**src/rtl/vga_timing_ctrl.sv**
```systemverilog
// VGA raster sequencer: pixel-rate enable divider plus horizontal/vertical counters,
// with sync, blanking and coordinate outputs registered from the next-state counts.
module vga_timing_ctrl #(
    parameter int   CLK_DIV  = 2,
    parameter int   H_ACTIVE = 640,
    parameter int   H_FRONT  = 16,
    parameter int   H_SYNC   = 96,
    parameter int   H_BACK   = 48,
    parameter int   V_ACTIVE = 480,
    parameter int   V_FRONT  = 10,
    parameter int   V_SYNC   = 2,
    parameter int   V_BACK   = 33,
    parameter logic SYNC_POL = 1'b0,
    parameter int   COUNT_W  = 10
) (
    input  logic               clk_in,
    input  logic               reset,
    input  logic               enable,
    output logic               hsync,
    output logic               vsync,
    output logic               video_on,
    output logic [COUNT_W-1:0] pixel_x,
    output logic [COUNT_W-1:0] pixel_y,
    output logic               pix_tick,
    output logic               line_start,
    output logic               frame_start
);

    localparam int DIV_W   = (CLK_DIV > 1) ? $clog2(CLK_DIV) : 1;
    localparam int H_TOTAL = H_ACTIVE + H_FRONT + H_SYNC + H_BACK;
    localparam int V_TOTAL = V_ACTIVE + V_FRONT + V_SYNC + V_BACK;

    localparam logic [DIV_W-1:0]   DIV_LAST = DIV_W'(CLK_DIV - 1);
    localparam logic [COUNT_W-1:0] H_LAST   = COUNT_W'(H_TOTAL - 1);
    localparam logic [COUNT_W-1:0] V_LAST   = COUNT_W'(V_TOTAL - 1);

    // Decode bounds carry one extra bit so a sync end equal to the total still fits.
    localparam logic [COUNT_W:0] H_ACT  = (COUNT_W+1)'(H_ACTIVE);
    localparam logic [COUNT_W:0] HS_BEG = (COUNT_W+1)'(H_ACTIVE + H_FRONT);
    localparam logic [COUNT_W:0] HS_END = (COUNT_W+1)'(H_ACTIVE + H_FRONT + H_SYNC);
    localparam logic [COUNT_W:0] V_ACT  = (COUNT_W+1)'(V_ACTIVE);
    localparam logic [COUNT_W:0] VS_BEG = (COUNT_W+1)'(V_ACTIVE + V_FRONT);
    localparam logic [COUNT_W:0] VS_END = (COUNT_W+1)'(V_ACTIVE + V_FRONT + V_SYNC);

    typedef enum logic {IDLE, RUN} state_t;

    state_t             state;
    logic [DIV_W-1:0]   div_cnt, div_nxt;
    logic [COUNT_W-1:0] h_cnt, h_nxt;
    logic [COUNT_W-1:0] v_cnt, v_nxt;
    logic [COUNT_W:0]   h_ext, v_ext;

    // From IDLE the next counts are all zero, so the first RUN cycle is pixel (0,0).
    always_comb begin
        div_nxt = '0;
        h_nxt   = '0;
        v_nxt   = '0;
        if (state == RUN) begin
            div_nxt = (div_cnt == DIV_LAST) ? '0 : div_cnt + DIV_W'(1);
            h_nxt   = h_cnt;
            v_nxt   = v_cnt;
            if (div_cnt == DIV_LAST) begin
                if (h_cnt == H_LAST) begin
                    h_nxt = '0;
                    v_nxt = (v_cnt == V_LAST) ? '0 : v_cnt + COUNT_W'(1);
                end else begin
                    h_nxt = h_cnt + COUNT_W'(1);
                end
            end
        end
    end

    assign h_ext = {1'b0, h_nxt};
    assign v_ext = {1'b0, v_nxt};

    always_ff @(posedge clk_in) begin
        if (reset || !enable) begin
            state       <= IDLE;
            div_cnt     <= '0;
            h_cnt       <= '0;
            v_cnt       <= '0;
            hsync       <= ~SYNC_POL;
            vsync       <= ~SYNC_POL;
            video_on    <= 1'b0;
            pix_tick    <= 1'b0;
            line_start  <= 1'b0;
            frame_start <= 1'b0;
        end else begin
            state       <= RUN;
            div_cnt     <= div_nxt;
            h_cnt       <= h_nxt;
            v_cnt       <= v_nxt;
            hsync       <= (h_ext >= HS_BEG && h_ext < HS_END) ? SYNC_POL : ~SYNC_POL;
            vsync       <= (v_ext >= VS_BEG && v_ext < VS_END) ? SYNC_POL : ~SYNC_POL;
            video_on    <= (h_ext < H_ACT) && (v_ext < V_ACT);
            pix_tick    <= (div_nxt == DIV_LAST);
            line_start  <= (div_nxt == '0) && (h_nxt == '0);
            frame_start <= (div_nxt == '0) && (h_nxt == '0) && (v_nxt == '0);
        end
    end

    assign pixel_x = h_cnt;
    assign pixel_y = v_cnt;

endmodule

```
**config.mk**
```make
export PLATFORM = sky130hd
export DESIGN_NAME = vga_timing_ctrl
export DESIGN_NICKNAME = d
export VERILOG_FILES = /design/src/rtl/vga_timing_ctrl.sv
export SDC_FILE = /design/constraint.sdc
export NUM_CORES = 1
export LEC_CHECK = 0
export BUFFER_PORTS_ARGS = -buffer_cell sky130_fd_sc_hd__buf_2
export CORE_MARGIN = 2
export CORE_UTILIZATION = 49
export CTS_CLUSTER_DIAMETER = 200
export DETAILED_ROUTE_END_ITERATION = 8
export PLACE_DENSITY = 0.83
export RECOVER_POWER = 50
export SLEW_MARGIN = 20
export SYNTH_ARGS = -nofsm -noshare
export SYNTH_HDL_FRONTEND = slang
export SYNTH_SLANG_ARGS = --single-unit
export TNS_END_PERCENT = 20
```
**constraint.sdc**
```tcl
create_clock -name clk_in -period 2.3 [get_ports clk_in]
set_clock_uncertainty 0.2 [all_clocks]
set_input_delay 0.23 -clock clk_in [delete_from_list [all_inputs] [get_ports clk_in]]
set_output_delay 0.23 -clock clk_in [all_outputs]
set_load 0.01 [all_outputs]
```
==> flow_summary.json <==
{
  "path_delay_family": "simple AND/OR/NAND/NOR gates",
  "clkSlewWorstSetupHoldPaths_ns": 0.15,
  "drt_iter0_drc": 98,
  "r2r_setup_slack_ns": -0.04,
  "rows": 20,
  "first_pass_iters": 5,
  "fin_hold_ws_ns": 0.108,
  "h-tree-depth": 1,
  "synth_top_cell_area_share_pct": 33.8,
  "cp.required_ns": 2.32,
  "slew_headroom_pct": 58.4,
  "start_kind": "flop",
  "fin_crit_sh_pct": 102,
  "status": "complete, but fails checks",
  "r2r_cells": 7,
  "worst_r2r_startpoint": "pixel_x[0]",
  "area_growth_pct": 30.3,
  "p_leak_nw": 0.811,
  "synth_warnings": 0,
  "path_depth": 7,
  "finalPower_uw": 701,
  "violations": "setup timing",
  "synth_edf_count": 0,
  "tightestPinTransition_ns": 0.623,
  "avgRoutedWirePerCell_um": 14.4,
  "fin_cells": 292,
  "place_ws_ns": -0.139,
  "startpoint": "pixel_x[0]",
  "worstPathArrival_ns": 2.36,
  "antenna_left": 0,
  "antenna_cells": 0,
  "grt_util_all_layers_pct": 22.3,
  "grt_first_pass_wirelength_um": 6290,
  "dpl.hpwl_um": 3050,
  "ys_types": 56,
  "synth_nets": 200,
  "fmax_mhz": 428,
  "drc": 0,
  "vias": 1620,
  "placedCellCount": 284,
  "antenna_found_initial": 0,
  "cts.path.max_buffers": 2,
  "drive_above_1_share_pct": 37.5,
  "synthArstFlopShare_pct": 0,
  "synth_area_per_cell_um2": 8.25,
  "path_max_fanout": 4,
  "fillers": 262,
  "synthFlopType": "dfxtp_1",
  "netlist_instances": 194,
  "clkLatencyLatePin_ns": 0.32,
  "grt_max_degree": 15,
  "setup_violations": 1,
  "io_buffers": 28,
  "netlist_area_mm2": 0.00160,
  "critPathMaxStageDelay_ns": 0.45,
  "endpoint": "vsync",
  "cts_hold_buf": 0,
  "seq_area_frac_synth_pct": 33.8,
  "cp.buffers_inverters": 0,
  "cts_inserted_buffers": 3,
  "fin_nets": 255,
  "clock-root-buffer": "clkbuf_4",
  "synth_top_area_cell": "dfxtp_1",
  "clkSinkCount": 27,
  "worst_setup_path_end_kind": "flop",
  "synth-seq-cells": 27,
  "hp-class": "input pin to flop",
  "io_pins": 29,
  "drv_slew": 0,
  "core_mm2": 0.00308,
  "critical_path_class": "flop to flop",
  "wl_um": 4200,
  "die_area_mm2": 0.00374,
  "dieWidth_um": 61.1,
  "die_h_um": 61.1,
  "path_cells": "ha_4 > and4_4 > nand3_1 > nor2_1 > xnor2_1 > nor4_4 > or4b_1",
  "rsz0062_at_grt": "true",
  "powerDensity_mw_per_mm2": 336,
  "grt-ovfl-total": 0,
  "cp_slowest_cell": "or4b_1",
  "r2r_end": "vsync",
  "min_period_ns": 2.34,
  "grt_pass1_vias": 1364,
  "fin_ws_ns": -0.0369,
  "cts_tree": "yes",
  "initial_core_util_pct": 52.0,
  "vdd_drop_max_mv": 0.246,
  "max_cap_viol_count": 0,
  "globalplace.congestion": 0.936,
  "yosys-top-cells-area": "dfxtp_1 34%, nor2_1 6.8%, xnor2_1 5.5%",
  "drt-vias-per-instance": 5.55,
  "hold_viol_final": 0
}
## sequential cells by signal, summed over array words and instances, names as in the netlist
name	flops
line_start	1
frame_start	1
div_cnt	1
pixel_x	10
hsync	1
pixel_y	10
state	1
vsync	1
video_on	1
## routing by layer
metal / share of wire, % / global-route usage (%) / up-vias
met5: 0 / 0 / -
met4: 1.4 / 6.83 / 0
met3: 4.8 / 2.10 / 6
met2: 47 / 34.0 / 64
met1: 47 / 33.3 / 761
li1: - / - / 789
## final cells by class
cell class	instances	area (um^2)	area share (%)
Sequential cell	27	552	26.5
Inverter	9	33.8	1.62
Tap cell	44	55.1	2.64
Multi-Input combinational cell	142	1000	48.1
Timing Repair Buffer	66	414	19.9
Clock buffer	4	26.3	1.26
## worst min-delay path, cell delays in order
cell and delay (ns):
buf_2 0.08, nand2b_1 0.18, inv_1 0.12
## power breakdown
part	internal, mW	switching [mW]	total (mW)
Clock	0.0679	0.138	0.206
Sequential	0.470	0.00420	0.474
Combinational	0.00742	0.0136	0.0210
Total	0.545	0.156	0.701
## repair_timing
action | 4_1_cts | 5_1_grt
gates cloned | 0 | 0
setup buffers | 2 | 3
resized for setup | 5 | 9
setup endpoints to repair | 2 | 3
pin swaps | 4 | 5
## per-stage QoR
stage / utilization [%] / area (um^2) / setup TNS (ns)
2_1_floorplan: - / 1630 / 0
3_3_place_gp: 64.3 / 1980 / -0.0550
3_5_place_dp: 64.3 / 1980 / -0.139
4_1_cts: 66.0 / 2030 / -0.104
5_1_grt: 67.7 / 2080 / -0.200
6_report: 67.7 / 2080 / -0.0369
## worst min path at each step
stage                           from         end  slack (ns)  cells after the start
after floorplan           pixel_y[1]  pixel_y[1]        0.32                      2
after global placement       div_cnt     div_cnt        0.37                      2
after detailed placement     div_cnt     div_cnt        0.37                      2
after CTS                     enable       state         0.1                      3
after global routing          enable       state        0.12                      3
final                         enable       state        0.11                      3
## layout by cell type (no fill, tap or decap), types with 2 or more instances in the layout
cell type,Yosys,layout
xor2_1,4,4
a31oi_1,4,4
dfxtp_1,27,22
inv_1,8,8
a21oi_1,8,7
buf_2,4,22
nand2_1,14,14
clkbuf_4,0,3
dfxtp_2,0,3
nor4_1,3,2
o21ai_2,1,2
o21ai_1,1,2
ha_1,3,2
nor2_1,29,28
nor3_1,6,6
dfxtp_4,0,2
buf_4,3,37
o21ai_0,7,5
xnor2_1,10,9
nor4b_1,2,2
nor4_4,1,2
nand3_1,10,10
nand4_1,5,5
clkbuf_1,6,8
## Yosys cell counts, types with 2 or more instances
library cell,number
o21ai_0,7
nor4_1,3
xnor2_1,10
a31oi_1,4
nor3_2,2
inv_1,8
nor4b_1,2
xor2_1,4
nor3_1,6
nor2_1,29
dfxtp_1,27
buf_6,2
clkbuf_1,6
a41oi_1,2
ha_1,3
a21oi_1,8
buf_2,4
nand4_1,5
buf_4,3
nand3_1,10
nand2_1,14
## logic make-up after synthesis
group / synth area share (%)
XOR/XNOR: 7.66
AO/OA/AOI/OAI: 16.0
adder cells (fa/ha/maj): 2.35
multiplexers: 0.626
AND/OR/NAND/NOR: 31.7
flip-flops: 33.8
buffers and inverters: 7.90
Note: power is estimated with default switching activity, not from simulation.
